`config.mk`:
```
export PLATFORM = sky130hd
export DESIGN_NAME = instruction_fetch_flat
export DESIGN_NICKNAME = d
export VERILOG_FILES = /design/src/rtl/instruction_fetch_pkg.sv /design/src/rtl/instruction_fetch_if.sv /design/src/rtl/instruction_fetch_pc_register.sv /design/src/rtl/instruction_fetch.sv /design/src/flat_wrapper.sv
export SDC_FILE = /design/constraint.sdc
export NUM_CORES = 1
export LEC_CHECK = 0
export ABC_AREA = 0
export ABC_CLOCK_PERIOD_IN_PS = 4000
export BUFFER_PORTS_ARGS = -buffer_cell sky130_fd_sc_hd__buf_2
export CORE_AREA = 2 2 61 107
export CTS_CLUSTER_SIZE = 20
export DETAILED_ROUTE_END_ITERATION = 10
export DIE_AREA = 0 0 63 109
export GPL_ROUTABILITY_DRIVEN = 0
export HOLD_SLACK_MARGIN = 0.02
export PLACE_DENSITY_LB_ADDON = 0.08
export SLEW_MARGIN = 20
export SYNTH_ARGS = -nofsm -noshare
export SYNTH_HDL_FRONTEND = slang
export SYNTH_HIERARCHICAL = 1
export SYNTH_SLANG_ARGS = --single-unit
```
`constraint.sdc`:
```
create_clock -name clk -period 4 [get_ports clk]
set_input_delay 0.8 -clock clk [delete_from_list [all_inputs] [get_ports clk]]
set_output_delay 0.8 -clock clk [all_outputs]
set_load 0.01 [all_outputs]
```
`src/rtl/instruction_fetch_pkg.sv`:
```
// Shared fetch/ROM definitions: instruction field layout, NOP/bubble word and
// fetch state encodings.
package instruction_fetch_pkg;

    localparam int OPCODE_W    = 4;
    localparam int DEST_W      = 8;
    localparam int SRC_SHORT_W = 8;
    localparam int SRC_LONG_W  = 16;
    localparam int OPERAND_W   = DEST_W + SRC_LONG_W;
    localparam int WORD_W      = OPCODE_W + OPERAND_W;

    localparam logic [OPCODE_W-1:0] NOP_OPCODE = 4'hF;
    localparam logic [WORD_W-1:0]   BUBBLE     = {NOP_OPCODE, {OPERAND_W{1'b0}}};

    // The unused fourth encoding (2'b11) is recovered to ST_START by the FSM.
    typedef enum logic [1:0] {
        ST_START = 2'b00,
        ST_RUN   = 2'b01,
        ST_FLUSH = 2'b10
    } fetch_state_t;

endpackage

```
`src/rtl/instruction_fetch_if.sv`:
```
// Fetch-stage bus: ROM address/data, downstream stall/redirect and the
// registered instruction handed to decode.
interface instruction_fetch_if #(
    parameter int ADDR_W = 16,
    parameter int INSN_W = 28
);
    // stall=1 freezes the stage (decode not ready); fetch_valid=1 marks a real
    // fetch, 0 a bubble. redirect is sampled only at the clock edge and wins
    // over stall; the stage never back-pressures the ROM, which answers
    // combinationally for the address presented in the same cycle.
    logic              stall;
    logic              redirect;
    logic [ADDR_W-1:0] redirect_target;
    logic [ADDR_W-1:0] address;
    logic [INSN_W-1:0] rom_data;
    logic [INSN_W-1:0] fetch_insn;
    logic [ADDR_W-1:0] fetch_pc;
    logic              fetch_valid;

    modport master (
        input  stall, redirect, redirect_target, rom_data,
        output address, fetch_insn, fetch_pc, fetch_valid
    );

    modport slave (
        output stall, redirect, redirect_target, rom_data,
        input  address, fetch_insn, fetch_pc, fetch_valid
    );

endinterface

```
`src/rtl/instruction_fetch_pc_register.sv`:
```
// Program counter with async active-low reset; load beats increment, otherwise
// the value holds. Its output is the ROM address.
module instruction_fetch_pc_register #(
    parameter int                ADDR_W   = 16,
    parameter logic [ADDR_W-1:0] RESET_PC = '0
) (
    input  logic              clk,
    input  logic              rst_n,
    input  logic              load,
    input  logic [ADDR_W-1:0] target,
    input  logic              inc,
    output logic [ADDR_W-1:0] pc
);

    // Natural modulo-2^ADDR_W wrap, no overflow flag.
    always_ff @(posedge clk or negedge rst_n) begin
        if (!rst_n) begin
            pc <= RESET_PC;
        end else if (load) begin
            pc <= target;
        end else if (inc) begin
            pc <= pc + {{(ADDR_W-1){1'b0}}, 1'b1};
        end
    end

endmodule

```
`src/rtl/instruction_fetch.sv`:
```
// Fetch stage: PC register driving the ROM, fetch register toward decode, and
// the START/RUN/FLUSH machine that handles stalls and redirect bubbles.
module instruction_fetch
    import instruction_fetch_pkg::*;
#(
    parameter int                ADDR_W       = 16,
    parameter int                INSN_W       = 28,
    parameter int                FLUSH_CYCLES = 2,
    parameter logic [ADDR_W-1:0] RESET_PC     = '0
) (
    input  logic                clk,
    input  logic                rst_n,
    instruction_fetch_if.master bus,
    output fetch_state_t        fsm_state
);

    localparam logic [INSN_W-1:0] BUBBLE_WORD = {NOP_OPCODE, {(INSN_W-OPCODE_W){1'b0}}};
    localparam logic [3:0]        FLUSH_LOAD  = 4'(FLUSH_CYCLES - 1);

    fetch_state_t      state_q;
    logic [3:0]        flush_cnt;
    logic [INSN_W-1:0] out_insn;
    logic [ADDR_W-1:0] out_pc;
    logic              out_valid;
    logic [ADDR_W-1:0] pc;
    logic              pc_inc;

    // The PC only advances when a ROM word is actually captured.
    assign pc_inc = (state_q == ST_RUN) && !bus.stall && !bus.redirect;

    instruction_fetch_pc_register #(
        .ADDR_W   (ADDR_W),
        .RESET_PC (RESET_PC)
    ) u_pc (
        .clk    (clk),
        .rst_n  (rst_n),
        .load   (bus.redirect),
        .target (bus.redirect_target),
        .inc    (pc_inc),
        .pc     (pc)
    );

    always_ff @(posedge clk or negedge rst_n) begin
        if (!rst_n) begin
            state_q   <= ST_START;
            flush_cnt <= '0;
            out_insn  <= BUBBLE_WORD;
            out_pc    <= '0;
            out_valid <= 1'b0;
        end else if (bus.redirect) begin
            // The redirect cycle itself is the first of the FLUSH_CYCLES bubbles.
            out_insn  <= BUBBLE_WORD;
            out_pc    <= '0;
            out_valid <= 1'b0;
            flush_cnt <= FLUSH_LOAD;
            state_q   <= (FLUSH_LOAD != 4'd0) ? ST_FLUSH : ST_RUN;
        end else begin
            case (state_q)
                ST_START: begin
                    out_insn  <= BUBBLE_WORD;
                    out_pc    <= '0;
                    out_valid <= 1'b0;
                    state_q   <= ST_RUN;
                end
                ST_RUN: begin
                    if (!bus.stall) begin
                        out_insn  <= bus.rom_data;
                        out_pc    <= pc;
                        out_valid <= 1'b1;
                    end
                end
                ST_FLUSH: begin
                    if (!bus.stall) begin
                        out_insn  <= BUBBLE_WORD;
                        out_pc    <= '0;
                        out_valid <= 1'b0;
                        flush_cnt <= flush_cnt - 4'd1;
                        if (flush_cnt <= 4'd1) begin
                            state_q <= ST_RUN;
                        end
                    end
                end
                default: begin
                    out_insn  <= BUBBLE_WORD;
                    out_pc    <= '0;
                    out_valid <= 1'b0;
                    state_q   <= ST_START;
                end
            endcase
        end
    end

    assign bus.address     = pc;
    assign bus.fetch_insn  = out_insn;
    assign bus.fetch_pc    = out_pc;
    assign bus.fetch_valid = out_valid;
    assign fsm_state       = state_q;

endmodule

```
`src/flat_wrapper.sv`:
```
// flat-port wrapper written by rule: the top's interface ports become plain ports
module instruction_fetch_flat import instruction_fetch_pkg::*;
#(
    parameter int                ADDR_W       = 16,
    parameter int                INSN_W       = 28,
    parameter int                FLUSH_CYCLES = 2,
    parameter logic [ADDR_W-1:0] RESET_PC     = '0
)
  (clk, rst_n, fsm_state, bus_stall, bus_redirect, bus_redirect_target, bus_rom_data, bus_address, bus_fetch_insn, bus_fetch_pc, bus_fetch_valid);
  instruction_fetch_if #(.ADDR_W(ADDR_W), .INSN_W(INSN_W)) bus_i ();
  input  logic clk;
  input  logic rst_n;
  output fetch_state_t fsm_state;
  input wire logic [$bits(bus_i.stall)-1:0] bus_stall;
  input wire logic [$bits(bus_i.redirect)-1:0] bus_redirect;
  input wire logic [$bits(bus_i.redirect_target)-1:0] bus_redirect_target;
  input wire logic [$bits(bus_i.rom_data)-1:0] bus_rom_data;
  output wire logic [$bits(bus_i.address)-1:0] bus_address;
  output wire logic [$bits(bus_i.fetch_insn)-1:0] bus_fetch_insn;
  output wire logic [$bits(bus_i.fetch_pc)-1:0] bus_fetch_pc;
  output wire logic [$bits(bus_i.fetch_valid)-1:0] bus_fetch_valid;
  assign bus_i.stall = bus_stall;
  assign bus_i.redirect = bus_redirect;
  assign bus_i.redirect_target = bus_redirect_target;
  assign bus_i.rom_data = bus_rom_data;
  assign bus_address = bus_i.address;
  assign bus_fetch_insn = bus_i.fetch_insn;
  assign bus_fetch_pc = bus_i.fetch_pc;
  assign bus_fetch_valid = bus_i.fetch_valid;
  instruction_fetch #(.ADDR_W(ADDR_W), .INSN_W(INSN_W), .FLUSH_CYCLES(FLUSH_CYCLES), .RESET_PC(RESET_PC)) u_core (.clk(clk), .rst_n(rst_n), .bus(bus_i), .fsm_state(fsm_state));
endmodule
```
**After elaboration in Yosys (flattened, before gate mapping)**

Index checks and enable logic that the tools add are counted.

- Flip-flop bits (word level): 67
- Word-level logic and storage cells: 47
- Input bits: 48
- Output and inout port bits: 63

- Reduce and logical (&&, ||, !) cells: 10
- Multiplexer cells: 21
- Magnitude comparators: 1
- Eq/ne operators: 7
- Add/subtract/negate cells: 2

Operators with widths:

| operator | count |
|---|---|
| two-way mux 28 bit | 3 |
| two-way mux 16 bit | 5 |
| case mux 28 bit (2 select lines) | 1 |
| case mux 16 bit (2 select lines) | 1 |
| adder 16 x 1 -> 16 bit, second input constant | 1 |
| two-way mux 4 bit | 3 |
| two-way mux 2 bit | 3 |
| != test 3 bit, second input constant | 2 |
| case mux 2 bit (3 select lines) | 1 |
| <= comparator 4 x 1 -> 1 bit, second input constant | 1 |
| AND reduction 2 bit | 2 |
| nonzero test 2 bit | 2 |
| subtractor 4 x 1 -> 4 bit, second input constant | 1 |
| two-way mux 1 bit | 3 |
| != test 3 x 2 -> 1 bit, second input constant | 1 |
| AND reduction 3 bit | 1 |
| == test 2 x 1 -> 1 bit, second input constant | 1 |
| == test 2 bit, second input constant | 1 |
| logical AND 1 bit | 2 |
| zero test 1 bit | 2 |
| zero test 2 bit | 1 |
| != test 2 x 1 -> 1 bit, second input constant | 1 |
| != test 2 bit, second input constant | 1 |
| case mux 1 bit (2 select lines) | 1 |

**Longest topological paths before layout**

Gate-level depths: netlist (run 1).

- Depth after elaboration: 5
- Mapped depth: 9
- Gate-level depth less buffers: 7

**By module**

The synthesis (run 1) kept the hierarchy.

Modules (own cells, without submodules):

| module | instances | area each (sq um) | cells each |
|---|---|---|---|
| instruction_fetch | 1 | 2169.6 | 173 |
| instruction_fetch_pc_register | 1 | 943.4 | 99 |

**Least setup slack after synthesis (run 1)**

OpenSTA, ideal clock, no wires.

- Path kind: in2reg
- From: input port bus_redirect
- To: register u_core.u_pc.pc[15]
- Setup slack: 1.650 ns
- Arrival: 2.226 ns
- Required time: 3.876 ns
- Cell stages on the path: 7
- Cell sequence: or3_1 -> inv_2 -> buf_4 -> nand4_4 -> nor2_2 -> a31oi_1 -> o31a_1

- Cells in the longest elaborated chain, start to end: 3
- Elaborated cells between the ends (all ways): 4

Ends and longest elaborated chain:

| item | line | text |
|---|---|---|
| from (decl) | flat_wrapper.sv:15 | `input wire logic [$bits(bus_i.redirect)-1:0] bus_redirect;` |
| zero test 1 bit | instruction_fetch.sv:29 | `assign pc_inc = (state_q == ST_RUN) && !bus.stall && !bus.redirect;` |
| logical AND 1 bit | instruction_fetch.sv:29 |  |
| net u_core.pc_inc | instruction_fetch.sv:26 | `logic pc_inc;` |
| nonzero test 2 bit (no source line) | -- |  |
| to (signal assigned) | instruction_fetch_pc_register.sv:20 | `pc <= target;` |
| to (signal assigned) | instruction_fetch_pc_register.sv:22 | `pc <= pc + {{(ADDR_W-1){1'b0}}, 1'b1};` |
| to (decl) | instruction_fetch_pc_register.sv:12 | `output logic [ADDR_W-1:0] pc` |

The timed path passes the listed nets, and every way through them passes these cells.
A chain may end at the register's enable or synchronous reset.

**Worst setup path in the final report (run 1)**

- From: register u_core.state_q[1] (netlist: u_core/fsm_state[1])
- To: register u_core.u_pc.pc[14]

- Cells in the longest elaborated chain, start to end: 4

Ends and longest elaborated chain:

| item | line | text |
|---|---|---|
| from (decl) | instruction_fetch.sv:20 | `fetch_state_t state_q;` |
| from (signal assigned) | instruction_fetch.sv:56 | `state_q <= (FLUSH_LOAD != 4'd0) ? ST_FLUSH : ST_RUN;` |
| == test 2 x 1 -> 1 bit | instruction_fetch.sv:29 |  |
| logical AND 1 bit (2 in a row) | instruction_fetch.sv:29 |  |
| nonzero test 2 bit (no source line) | -- |  |

Every way passes these cells.

==> parameters.txt, run 1 <==
Parameter                              Value

Setup path
  Endpoint kind of the worst setup timing path    flop
  Required time at the endpoint of the critical path    4.22 ns
  CP Launch Point    u_core/fsm_state[1]
  Worst Setup Path Type    reg -> reg
  Startpoint type of the worst setup path    flop
  Biggest fanout along the worst timing path    30
  Critical path's largest stage delay    0.51 ns
  R2r startpoint    u_core/fsm_state[1]
  Endpoint arrival time on the critical path    2.98 ns
  Slowest-stage cell, CP    or3_1
  Series of cell instances along the critical path    nand2b_2 > or3_1 > inv_2 > and4_1 > a31oi_1 > o31a_1

CTS
  Count of clock tree sinks    67
  Clock Tree Buf Depth    2
  Clock root buffer master    clkbuf_8
  Buffer count from post-CTS setup fixing    0
  Clock latency of the later-clocked register in the worst-skew pair    0.34 ns
  Hold-fix buffers, CTS    0
  Number of H-tree branching levels    3
  Number of buffers created by CTS    9
  Count of cells resized by post-cts repair    0
  Clk pin slew, worst setup/hold paths    0.07 ns
  TritonCTS clock tree    yes

Global route
  Pin count of the biggest net entering global routing    71
  Vias in the first global route    2461
  GRT Total Usage    0.2198
  Wire length of the first global-routing pass    11720 microns
  Antenna violations before repair    0
  Overflow left after global routing    0

STA
  Number of setup violations in the final report    0
  Minimum setup slack in the final design    1.237 ns
  RSZ-0062 raised after global routing    no
  Max-slew headroom at the worst pin    0.4669
  Total Neg Setup Slack    0 ns
  Fmax    361.9 MHz
  Count of endpoints failing hold in the final timing report    0
  Clock tree skew after final layout    0.005927 ns
  Transition time of the tightest slew-check pin    0.7997 ns
  Final worst path period share    0.6907
  Crit path time final    2.763 ns
  Final slew viol count    0

Logic synthesis
  Synthesized cell area    3113 sq um
  Synthesis-stage register bit count    67
  Net count after synthesis    323
  Seq/Total Area, Yosys    0.5402
  YS warnings    6
  Distinct cell type count after synthesis    45
  Main flop type after synthesis    dfrtp_1
  Cell count after synthesis    272
  Number of enable-type register cells in the synthesized netlist    0
  Ys async rst share    1.000
  Synth area leader    dfrtp_1
  Area share of the largest cell type after synthesis    0.5064
  Ranking of synthesized cells by area    dfrtp_1, nor4b_1, a21o_1
  Mean area per synthesized cell    11.44 sq um

Finish
  Number of fill cells    530
  Fin util    0.6413
  Final net count    427
  Ant diodes    0
  Post-synthesis to final-layout area growth    24.40%
  Layout cell share with drive strength beyond 1    0.3832

Placement
  Number of buffers added on ports    110
  Dpl ws    1.102 ns
  DP HPWL    4973 microns

Route
  Drt first-iter violations    164
  Average vias per placed instance    5.482
  Detailed-route wire length per cell    16.01 microns
  Met3 routed WL    422 microns
  1st-pass router iterations    5
  Total vias in the final route    2527
  Number of nets with antenna violations after routing    0
  Met2 wire length    3835 microns
  Highest signal layer in the routed design    met4
  Sum of routed wire segments on met1    3044 microns
  DRC violation count after routing    0
  Total length of routed wires    7379 microns

Floorplanning
  Vertical die dimension    109 microns
  Die Width    63 microns
  Initial Utilization    0.5155
  Die Outline Area    6867 sq um
  Core outline area    6038 sq um
  I/O pin cnt    111
  Row count    38

Power and ir drop
  Standby leakage power    2.166 nW
  Sum of internal, switching and leakage power    0.001449 W
  Total power density per cell area    374.1 nW/um^2
  Worst vdd rail ir drop    0.2090 mV

Job
  Max-cap viol count    0

Status
  Status    finished clean

Min path
  Start point of the worst hold path    u_core/bus.fetch_insn[27]
  Path class of the lowest-slack min-delay path    reg -> reg
[path summary, 6_finish.rpt]
kind	depth (start not counted)	end	slack, ns
max	6	u_core/u_pc/pc[14]	1.24
min	2	u_core/bus.fetch_insn[27]	0.46
max reg2reg	6	u_core/u_pc/pc[14]	1.24
min reg2reg	2	u_core/bus.fetch_insn[27]	0.46
max in group asynchronous	2	u_core/bus.fetch_insn[24]	2.64
min in group asynchronous	1	u_core/bus.fetch_pc[13]	0.55
[per-stage QoR]
step                hold slack, ns  cell area, sq um  cells
finish                      0.4598              3872    461
global route                0.4888              3872    461
CTS                         0.4612              3872    461
detailed placement          0.4504              3699    445
global placement            0.4485              3699    445
floorplan                   0.4659              3113    272
[synthesized netlist by cell type (2+ instances only)]
| library cell | count |
|---|---|
| nand3_1 | 4 |
| a21oi_1 | 3 |
| xnor2_1 | 9 |
| nand2b_1 | 3 |
| a2bb2oi_1 | 3 |
| buf_2 | 7 |
| and4_2 | 3 |
| a21o_1 | 29 |
| dfstp_2 | 4 |
| clkbuf_1 | 11 |
| nor2_1 | 2 |
| nor4b_1 | 28 |
| buf_4 | 2 |
| a31oi_1 | 2 |
| o21ai_0 | 15 |
| inv_1 | 12 |
| mux2i_1 | 2 |
| o31a_1 | 2 |
| xor2_1 | 5 |
| nand4_4 | 2 |
| dfrtp_1 | 63 |
| ha_1 | 3 |
| nand4_1 | 3 |
| nor3_1 | 3 |
| a22o_1 | 12 |
| nand2_1 | 18 |
| or3_1 | 4 |
[area by class of cell]
class | count | area, sq um | share of cell area
multi-input combinational | 171 | 1287 | 0.3325
clock inverter | 3 | 15.01 | 0.003877
timing repair buffer | 114 | 580.6 | 0.1499
sequential | 67 | 1682 | 0.4342
inverter | 13 | 48.80 | 0.01260
tap | 80 | 100.1 | 0.02585
clock buffer | 13 | 158.9 | 0.04103
[logic make-up after synthesis]
family	count (synthesis)	synth area share
xor gates and xnor gates	14	0.03939
AOI/OAI and AO/OA	70	0.1604
DFF	67	0.5402
adders and majority gates	3	0.01206
and+or+nand+nor	82	0.1953
buffers and inverters	34	0.04622
muxes	2	0.006431
[state kept, by name, indices dropped and copies added, names as in the netlist]
name,cells
u_core/bus.fetch_pc,16
u_core/u_pc/pc,16
u_core/bus.fetch_valid,1
u_core/flush_cnt,4
u_core/bus.fetch_insn,28
u_core/fsm_state,2
[cells in the final DEF (no fill, tap or decap), drive strengths merged, types with 9 or more instances in the layout]
cell type	count
clkbuf	13
xnor2	9
o21ai	16
nand2	18
a21o	29
nor4b	28
inv	13
a22o	12
dfrtp	63
buf	114
[critical path: cells and delay by family, from the launching register on]
kind / cells / cell delay [ns]
compound gates: 2 / 0.44
simple gates: 3 / 1.41
buf+inv: 1 / 0.32
flops: 1 / 0.45
[power by group]
part,internal (W),switching [W],total [W]
Sequential,0.000708,0.0000418,0.000750
Combinational,0.0000850,0.000117,0.000202
Clock,0.000256,0.000240,0.000496
[layer usage]
layer	up-vias	track usage
li1	1197	-
met1	1231	0.2799
met2	92	0.3663
met3	7	0.05263
met4	0	0.07619
met5	-	0
No activity file was read; power rests on OpenSTA's default activity.
==> run 2: changes to the inputs <==
- ABC_CLOCK_PERIOD_IN_PS: 4000 -> 2870
- CORE_AREA: 2 2 61 107 -> 2 2 63 110
- DIE_AREA: 0 0 63 109 -> 0 0 65 112
- clock period: 4 -> 2.87 ns (I/O delays scaled with it)
==> run 2 against run 1 <==
  * Critical path depth grew 1
  * Combinational power grew 44%
  * Core utilization shrank 1.3 points
  * Sequential share of layout area shrank 1.6 points
  * Sequential cell count is the same
  * Total power grew 66%
  * Non-clock buffer count grew 2
  * Sequential power grew 40%
  * Cell area grew 3.7%
  * Setup slack lost 0.72 ns
  * Die area grew 6.0%
==> parameters.txt, run 2 (synthesis results as in run 1) <==
Parameter                              Value

Status
  Status    finished clean

STA
  Fmax    425.8 MHz
  Max-slew headroom at the worst pin    0.5312
  Clock tree skew after final layout    0.004238 ns
  Crit path time final    2.348 ns
  Total Neg Setup Slack    0 ns
  RSZ-0062 raised after global routing    no
  Final worst path period share    0.8182
  Count of endpoints failing hold in the final timing report    0
  Transition time of the tightest slew-check pin    0.7032 ns
  Final slew viol count    0
  Minimum setup slack in the final design    0.5217 ns
  Number of setup violations in the final report    0

Min path
  Path class of the lowest-slack min-delay path    in -> async

Power and ir drop
  Total power density per cell area    598.7 nW/um^2
  Worst vdd rail ir drop    0.4346 mV
  Standby leakage power    2.228 nW

Route
  Total length of routed wires    7651 microns
  Total vias in the final route    2560
  DRC violation count after routing    0
  Drt first-iter violations    151
  Detailed-route wire length per cell    16.45 microns
  Average vias per placed instance    5.505
  1st-pass router iterations    4
  Number of nets with antenna violations after routing    0

Finish
  Number of flip-flops in the largest register    28
  Post-synthesis to final-layout area growth    29.06%
  Most frequent standard cell in the layout excluding fill and tap cells    buf_2
  Commonest cells after routing, fill and taps aside    buf_2, dfrtp_1, a21o_1
  Ant diodes    0
  Final net count    429
  Layout cell share with drive strength beyond 1    0.3812

Setup path
  Endpoint kind of the worst setup timing path    flop
  End of the worst register-to-register path    u_core/u_pc/pc[15]
  Startpoint type of the worst setup path    flop
  Worst Setup Path Type    reg -> reg
  Endpoint arrival time on the critical path    2.56 ns
  FF-to-FF setup slack    0.52 ns
  Biggest fanout along the worst timing path    18
  Number of cells on the worst reg-to-reg path    7
  R2r startpoint    u_core/fsm_state[1]
  Required time at the endpoint of the critical path    3.09 ns

Floorplanning
  Row count    39
  Vertical die dimension    112 microns
  I/O pin cnt    111
  Die Outline Area    7280 sq um
  Die Width    65 microns
  Core outline area    6392 sq um
  Initial Utilization    0.4870

Global route
  Overflow left after global routing    0
  Vias in the first global route    2618
  Wire length of the first global-routing pass    12700 microns
  Pin count of the biggest net entering global routing    71
  Antenna violations before repair    0
  GRT Total Usage    0.2290

CTS
  Clock latency of the later-clocked register in the worst-skew pair    0.33 ns
  Count of clock tree sinks    67
  Hold-fix buffers, CTS    0
  Buffer count from post-CTS setup fixing    0
  Clock root buffer master    clkbuf_16
  TritonCTS clock tree    yes
  Number of H-tree branching levels    3
  Number of buffers created by CTS    9
  Clk pin slew, worst setup/hold paths    0.05 ns
  Clock Tree Buf Depth    2
  Count of cells resized by post-cts repair    0

Job
  Max-cap viol count    0

Placement
  Dpl ws    0.4213 ns
  Number of buffers added on ports    110
  DP HPWL    5106 microns
[run 2: cell types whose count changed in the layout (fill, tap and decap cells not counted), sizes merged]
cell    delta
bufinv     +1
clkbuf     +1
clkinv     -2
buf        +2
[run 2: layer usage]
| layer | vias to the layer above | part of all wire | wire length (microns) | track usage |
|---|---|---|---|---|
| met2 | 76 | 0.52 | 3992 | 0.3876 |
| met5 | - | 0 | 0 | 0 |
| li1 | 1200 | - | - | - |
| met3 | 10 | 0.045 | 346 | 0.04444 |
| met4 | 0 | 0.022 | 168 | 0.1106 |
| met1 | 1274 | 0.41 | 3143 | 0.2738 |
[run 2: metrics by stage]
| step | total power [W] | instance area [sq um] | instances | utilization | hold WS (ns) |
|---|---|---|---|---|---|
| floorplan | 0.001217 | 3113 | 272 | - | 0.2784 |
| global placement | 0.001351 | 3729 | 449 | 0.5833 | 0.4486 |
| detailed placement | 0.001355 | 3729 | 449 | 0.5833 | 0.4520 |
| CTS | 0.002429 | 4018 | 465 | 0.6285 | 0.3122 |
| global route | 0.002509 | 4018 | 465 | 0.6285 | 0.3572 |
| finish | 0.002405 | 4018 | 465 | 0.6285 | 0.2910 |
[run 2: layout make-up]
cell class / instances / area [sq um]
inverter: 13 / 48.80
tap: 82 / 102.6
sequential: 67 / 1682
multi-input combinational: 171 / 1287
fill: 553 / 2375
timing repair buffer: 116 / 608.1
clock buffer: 14 / 254.0
clock inverter: 2 / 35.03
[run 2: worst max path at each step]
| stage | endpoint | cells after the start | start | slack (ns) |
|---|---|---|---|---|
| 2_1_floorplan | u_core/u_pc/pc[15] | 8 | u_core/fsm_state[1] | 0.74 |
| 3_3_place_gp | u_core/u_pc/pc[12] | 7 | bus_redirect | 0.45 |
| 3_5_place_dp | u_core/u_pc/pc[10] | 7 | bus_redirect | 0.42 |
| 4_1_cts | u_core/u_pc/pc[15] | 7 | u_core/fsm_state[1] | 0.51 |
| 5_1_grt | u_core/u_pc/pc[12] | 7 | u_core/fsm_state[1] | 0.33 |
| 6_report | u_core/u_pc/pc[15] | 7 | u_core/fsm_state[1] | 0.52 |
[run 2: worst max-delay path, stage by stage, from the launching register on]
cell      delay [ns]
dfrtp_1         0.44
nand2b_2        0.22
or3_1           0.38
inv_2           0.32
nand4_4         0.20
nor2_2          0.26
a31oi_1         0.12
o31a_1          0.28
[run 2: power by group]
part / leakage (nW) / internal (W) / switching (W)
sequential: 0.880 / 0.000989 / 0.0000579
clock: 0.141 / 0.000695 / 0.000373
combinational: 1.21 / 0.000124 / 0.000166
total: 2.23 / 0.00181 / 0.000597
